--- src/rtl/xconverter_downsize_stream.sv ---
// Wide-to-narrow write stream converter.
// One DWIDTH_S word (data, byte strobe, address, last) is held and replayed as
// DWIDTH_D beats on a valid/ready master port, starting at the lane selected by
// the word address and optionally skipping lanes whose strobes are all zero.
module xconverter_downsize_stream #(
   parameter int unsigned DWIDTH_S   = 256,
   parameter int unsigned DWIDTH_D   = 32,
   parameter int unsigned DWADDR     = 32,
   parameter int unsigned SKIP_EMPTY = 1
) (
   input  logic                  xclk,
   input  logic                  xreset_n,
   input  logic                  s_valid,
   output logic                  s_ready,
   input  logic [DWIDTH_S-1:0]   s_data,
   input  logic [DWIDTH_S/8-1:0] s_wstrb,
   input  logic [DWADDR-1:0]     s_addr,
   input  logic                  s_last,
   output logic                  m_valid,
   input  logic                  m_ready,
   output logic [DWIDTH_D-1:0]   m_data,
   output logic [DWIDTH_D/8-1:0] m_wstrb,
   output logic [DWADDR-1:0]     m_addr,
   output logic                  m_last,
   output logic                  busy
);

   localparam int unsigned RATIO = DWIDTH_S / DWIDTH_D;
   localparam int unsigned CW    = (RATIO > 1) ? $clog2(RATIO) : 1;
   localparam int unsigned BO    = $clog2(DWIDTH_D / 8);
   localparam int unsigned DB    = DWIDTH_D / 8;
   localparam int unsigned SB    = DWIDTH_S / 8;
   localparam int unsigned AH    = BO + CW;

   typedef enum logic {
      IDLE  = 1'b0,
      SPLIT = 1'b1
   } state_t;

   state_t               state;
   logic [DWIDTH_S-1:0]  hold_data;
   logic [SB-1:0]        hold_wstrb;
   logic [DWADDR-1:AH]   hold_addr_hi;
   logic                 hold_last;
   logic [RATIO-1:0]     hold_nz;
   logic [CW-1:0]        lane;

   logic [RATIO-1:0]     s_nz;
   logic [CW-1:0]        s_l0;
   logic [CW-1:0]        first_lane;
   logic [CW-1:0]        next_lane;
   logic                 final_lane;
   logic                 unused_addr_bits;

   // Low address bits only select the start lane; the byte offset is dropped.
   assign unused_addr_bits = ^s_addr;

   // Start lane of the incoming word: lowest emitted lane at or above L0.
   always_comb begin
      s_nz       = '0;
      s_l0       = '0;
      first_lane = '0;
      for (int unsigned k = 0; k < RATIO; k++) begin
         s_nz[k] = |s_wstrb[k*DB +: DB];
      end
      if (RATIO > 1) begin
         s_l0 = s_addr[BO +: CW];
      end
      first_lane = s_l0;
      // Descending scan so the lowest qualifying lane is the one that sticks.
      for (int unsigned i = 0; i < RATIO; i++) begin
         if ((SKIP_EMPTY != 0) && ((RATIO - 1 - i) >= 32'(s_l0)) && s_nz[RATIO - 1 - i]) begin
            first_lane = CW'(RATIO - 1 - i);
         end
      end
   end

   // Next emit lane and final-lane detection for the held word.
   always_comb begin
      next_lane  = lane + CW'(1);
      final_lane = (lane == CW'(RATIO - 1));
      if (SKIP_EMPTY != 0) begin
         // Final once no nonzero lane remains above the current one; this also
         // covers the all-empty word, which sits on L0 for its single beat.
         final_lane = 1'b1;
         next_lane  = lane;
         for (int unsigned i = 0; i < RATIO; i++) begin
            if (((RATIO - 1 - i) > 32'(lane)) && hold_nz[RATIO - 1 - i]) begin
               next_lane  = CW'(RATIO - 1 - i);
               final_lane = 1'b0;
            end
         end
      end
   end

   // Accept whenever idle, or on the cycle the final beat of the held word leaves.
   always_comb begin
      s_ready = (state == IDLE) || (m_ready && final_lane);
   end

   // Narrow beat fields are a lane select of the holding register.
   always_comb begin
      m_data  = hold_data[32'(lane)*DWIDTH_D +: DWIDTH_D];
      m_wstrb = hold_wstrb[32'(lane)*DB +: DB];
      m_addr  = '0;
      m_addr[DWADDR-1:AH] = hold_addr_hi;
      m_addr[BO +: CW]    = lane;
      m_last  = m_valid && hold_last && final_lane;
   end

   // Control FSM with holding register, lane pointer and registered flags.
   always_ff @(posedge xclk or negedge xreset_n) begin
      if (!xreset_n) begin
         state        <= IDLE;
         m_valid      <= 1'b0;
         busy         <= 1'b0;
         hold_data    <= '0;
         hold_wstrb   <= '0;
         hold_addr_hi <= '0;
         hold_last    <= 1'b0;
         hold_nz      <= '0;
         lane         <= '0;
      end else begin
         case (state)
            IDLE: begin
               if (s_valid) begin
                  hold_data    <= s_data;
                  hold_wstrb   <= s_wstrb;
                  hold_addr_hi <= s_addr[DWADDR-1:AH];
                  hold_last    <= s_last;
                  hold_nz      <= s_nz;
                  lane         <= first_lane;
                  state        <= SPLIT;
                  m_valid      <= 1'b1;
                  busy         <= 1'b1;
               end
            end
            SPLIT: begin
               if (m_ready) begin
                  if (!final_lane) begin
                     lane <= next_lane;
                  end else if (s_valid) begin
                     hold_data    <= s_data;
                     hold_wstrb   <= s_wstrb;
                     hold_addr_hi <= s_addr[DWADDR-1:AH];
                     hold_last    <= s_last;
                     hold_nz      <= s_nz;
                     lane         <= first_lane;
                  end else begin
                     state   <= IDLE;
                     m_valid <= 1'b0;
                     busy    <= 1'b0;
                  end
               end
            end
            default: begin
               state   <= IDLE;
               m_valid <= 1'b0;
               busy    <= 1'b0;
            end
         endcase
      end
   end

endmodule

--- config.mk ---
export PLATFORM = sky130hd
export DESIGN_NAME = xconverter_downsize_stream
export DESIGN_NICKNAME = d
export VERILOG_FILES = /design/src/rtl/xconverter_downsize_stream.sv
export SDC_FILE = /design/constraint.sdc
export NUM_CORES = 1
export LEC_CHECK = 0
export ABC_CLOCK_PERIOD_IN_PS = 3000
export BUFFER_PORTS_ARGS = -buffer_cell sky130_fd_sc_hd__buf_2
export CORE_MARGIN = 2
export CORE_UTILIZATION = 56
export DETAILED_ROUTE_END_ITERATION = 8
export PLACE_DENSITY = 0.83
export SETUP_SLACK_MARGIN = 0.5
export SYNTH_ARGS = -nofsm -noshare
export SYNTH_HDL_FRONTEND = slang
export SYNTH_SLANG_ARGS = --single-unit
--- constraint.sdc ---
create_clock -name xclk -period 3 [get_ports xclk]
set_input_delay 0.3 -clock xclk [delete_from_list [all_inputs] [get_ports xclk]]
set_output_delay 0.3 -clock xclk [all_outputs]
set_load 0.02 [all_outputs]
==> results.md <==
* Worst r2r src: lane[0]
* Min Tclk post-route at between 2000 and 3000 ps
* Largest family of logic cells by synthesized area: multiplexers
* Hold depth at 2
* HP Start: s_data[117]
* Post-synthesis instance area at 0.0160 mm2
* Req. time, crit path at 2700 ps
* Dpl hpwl at 26.8 mm
* Reg2reg setup slack at around 500 ps
* Port buffer count at roughly 400
* Worst hold path class: primary input to flop
* Global-route wire length before repair at approximately 63 mm
* Mean area per synthesized cell at about 18 um2
* Die footprint at 0.0300 mm2
* Max Fclk at ~0.38 GHz
* H-tree levels at 2
* Seq/Total Area, Yosys at between 50% and 60%
* Core box area at 0.0280 mm2
* Antenna violations before repair at 12
* Post-synth EDFFs at 0
* Placed cells at around 1700
* Chip Height at approximately 170 um
* Worst r2r dst: hold_data[55]
* Vias in the first global route at ~11000
* Synth Area in Simple Gates at between 1.5 and 2%
* First-pass DRT Iterations at 5
* Routed len/inst at about 24 um
* Pin count of the biggest net entering global routing at 69
* Worst-path maximum fanout at 6
* Synth async-reset ratio at 100%
* Vias at around 10000
* CTS max path bufs at 3
* Layout Nets at around 1700
* CTS tree: yes
* RSZ-0062 raised after global routing: true
* Leakage at 10.5 nW
* Gate Count Post-Synth at between 900 and 1000
* Worst Hold Endpoint: hold_data[117]
* Total GRT Usage at 27.0%
* Slew headroom at between 50% and 60%
* Share of cells above drive strength 1 at between 60% and 70%
* Compound-cell area share of the yosys netlist at 1.79%
* RePlAce Congestion at 0.833
* Synth cell types at 44
* Critical path endpoint category: output pin
* Num ports at approximately 400
* Critical path class: flop to output pin
* Post-Synth Adder-Cell Area at 0%
* CTS Buf Count at 36
* CTS sink count at around 330
* DIE WIDTH at 173 um
* Total Wirelength at roughly 43 mm
* Endpoints failing setup at 0
* Worst reg2reg path depth at 11
* Area Growth Syn to Fin at 28.5%
* Dominant synthesized flop cell: dfrtp_1
* Maxcap violations at 0
* Least-Margin Pin Slew at about 720 ps
* Yosys reg bits at between 300 and 400
* Post-Synth XOR/XNOR Area at 0%
* Crit start category: flop
* Worst-path clk slew at 60 ps
* Arrival @ worst endpoint at 2320 ps
* ANT nets after route at 0
* Drc violations at 0
* Starting density of the core at a little under three fifths
* Starting DRT DRC Count at between 600 and 700
* Mux contribution to synthesized area at 42.0%
* Ys Warns at 0
* Worst-Skew Late Latency at between 500 and 600 ps
* Core Rows at about 60
* Worst hold margin at between 15 and 20 ps
* Status: complete, no violations
* Max-slew violation count at 0
* Final worst path period share at between 80% and 90%
* Vias per inst at roughly 5.7
* Maximum VDD drop at between 0.8 and 0.9 mV
* Setup Skew at 10.3 ps
* Final non-filler cell total at between 1500 and 2000
* Clk root buf: clkbuf_16
* Final Hold Fails at 0
* PD cells at between 1000 and 1500 mW/mm2
* Gr ovfl total at 0
* Setup_tns at 0 ps
critical path: stages (launching register included):
cell	delay, ps
dfrtp_4	500
buf_12	160
buf_12	130
clkbuf_16	160
mux4_2	410
mux2_2	280
buf_2	180
report_power, final:
group          switching, mW  internal [mW]
sequential              1.42           6.74
clock                   1.75           2.76
combinational           5.01           7.93
total                   8.18           17.4
Yosys cell counts (all sizes together), types with 2 or more instances:
cell type,instances,area (um2)
a21oi,8,40.0
o2111ai,2,17.5
nand2,15,58.8
nor2b,3,18.8
o21a,2,15.0
a31oi,2,12.5
o21bai,2,15.0
nand2b,3,18.8
inv,4,15.0
nor2,11,41.3
mux4,72,1620
clkbuf,13,48.8
dfrtp,328,8210
nor4,6,37.5
mux2,355,5120
nand3b,2,15.0
buf,51,468
a21o,3,22.5
o21ai,12,60.1
or4,2,15.0
how the worst max path moves through the flow:
| stage | depth (start not counted) | endpoint | slack (ps) | start |
|---|---|---|---|---|
| 6_report | 6 | m_data[30] | 380 | lane[0] |
| 3_3_place_gp | 7 | hold_data[192] | 460 | lane[0] |
| 2_1_floorplan | 4 | m_data[0] | 660 | lane[0] |
| 3_5_place_dp | 7 | hold_data[192] | 440 | lane[0] |
| 5_1_grt | 6 | m_data[27] | 330 | lane[0] |
| 4_1_cts | 5 | m_wstrb[1] | 390 | lane[0] |
stage by stage:
step / total power, mW / instance area, um2 / setup slack, ps / util, %
2_1_floorplan: 16.6 / 16000 / 659 / -
3_3_place_gp: 18.9 / 18400 / 459 / 65.8
3_5_place_dp: 19.3 / 18400 / 437 / 65.8
4_1_cts: 25.0 / 20100 / 386 / 71.8
5_1_grt: 26.8 / 20600 / 335 / 73.6
6_report: 25.6 / 20600 / 376 / 73.6
logic make-up after synthesis:
group | count (synthesis)
muxes | 427
DFF | 328
buffers and inverters | 68
and+or+nand+nor | 50
AOI/OAI and AO/OA | 41
other | 1
flip-flops by register name, indices dropped and copies added (netlist names):
signal        count
hold_last         1
hold_addr_hi     27
hold_wstrb       32
busy              1
hold_nz           7
hold_data       256
lane              3
state             1
final cells by class:
type                       instances  area [um2]
timing repair buffer             462        3250
fill                            1659        7400
inverter                           4        15.0
clock inverter                    10         125
antenna                           10        25.0
clock buffer                      53        1090
sequential                       328        8220
multi-input combinational        523        7420
tap                              378         473
routing by layer:
metal	up-vias	global-route usage, %	wire, um
met3	104	6.84	2910
met1	5182	33.8	16600
met2	412	45.7	21500
li1	4308	-	-
met5	-	0	10
met4	2	10.2	1480
what timing repair did:
action,in CTS,in global routing
endpoints found under the hold margin,61,0
setup buffers,13,6
gates resized for setup,48,33
setup endpoints to repair,103,260
pin swaps,2,0
hold buffers,1,0
cloned,8,10
cell usage in the layout (no fill, tap or decap), types with 6 or more instances in the layout:
master	netlist	final
mux2_2	57	46
buf_2	11	376
o21ai_0	12	12
nor4_1	6	6
nor2_1	11	11
clkbuf_8	0	10
nand2_1	14	14
buf_16	0	14
buf_12	0	15
mux4_2	72	72
buf_4	4	25
a21oi_1	8	8
diode_2	0	10
clkbuf_16	0	46
dfrtp_1	328	325
mux2_4	298	309
buf_6	33	20
clkbuf_1	13	6
clkinv_2	0	7
(Power assumes the default switching activity.)
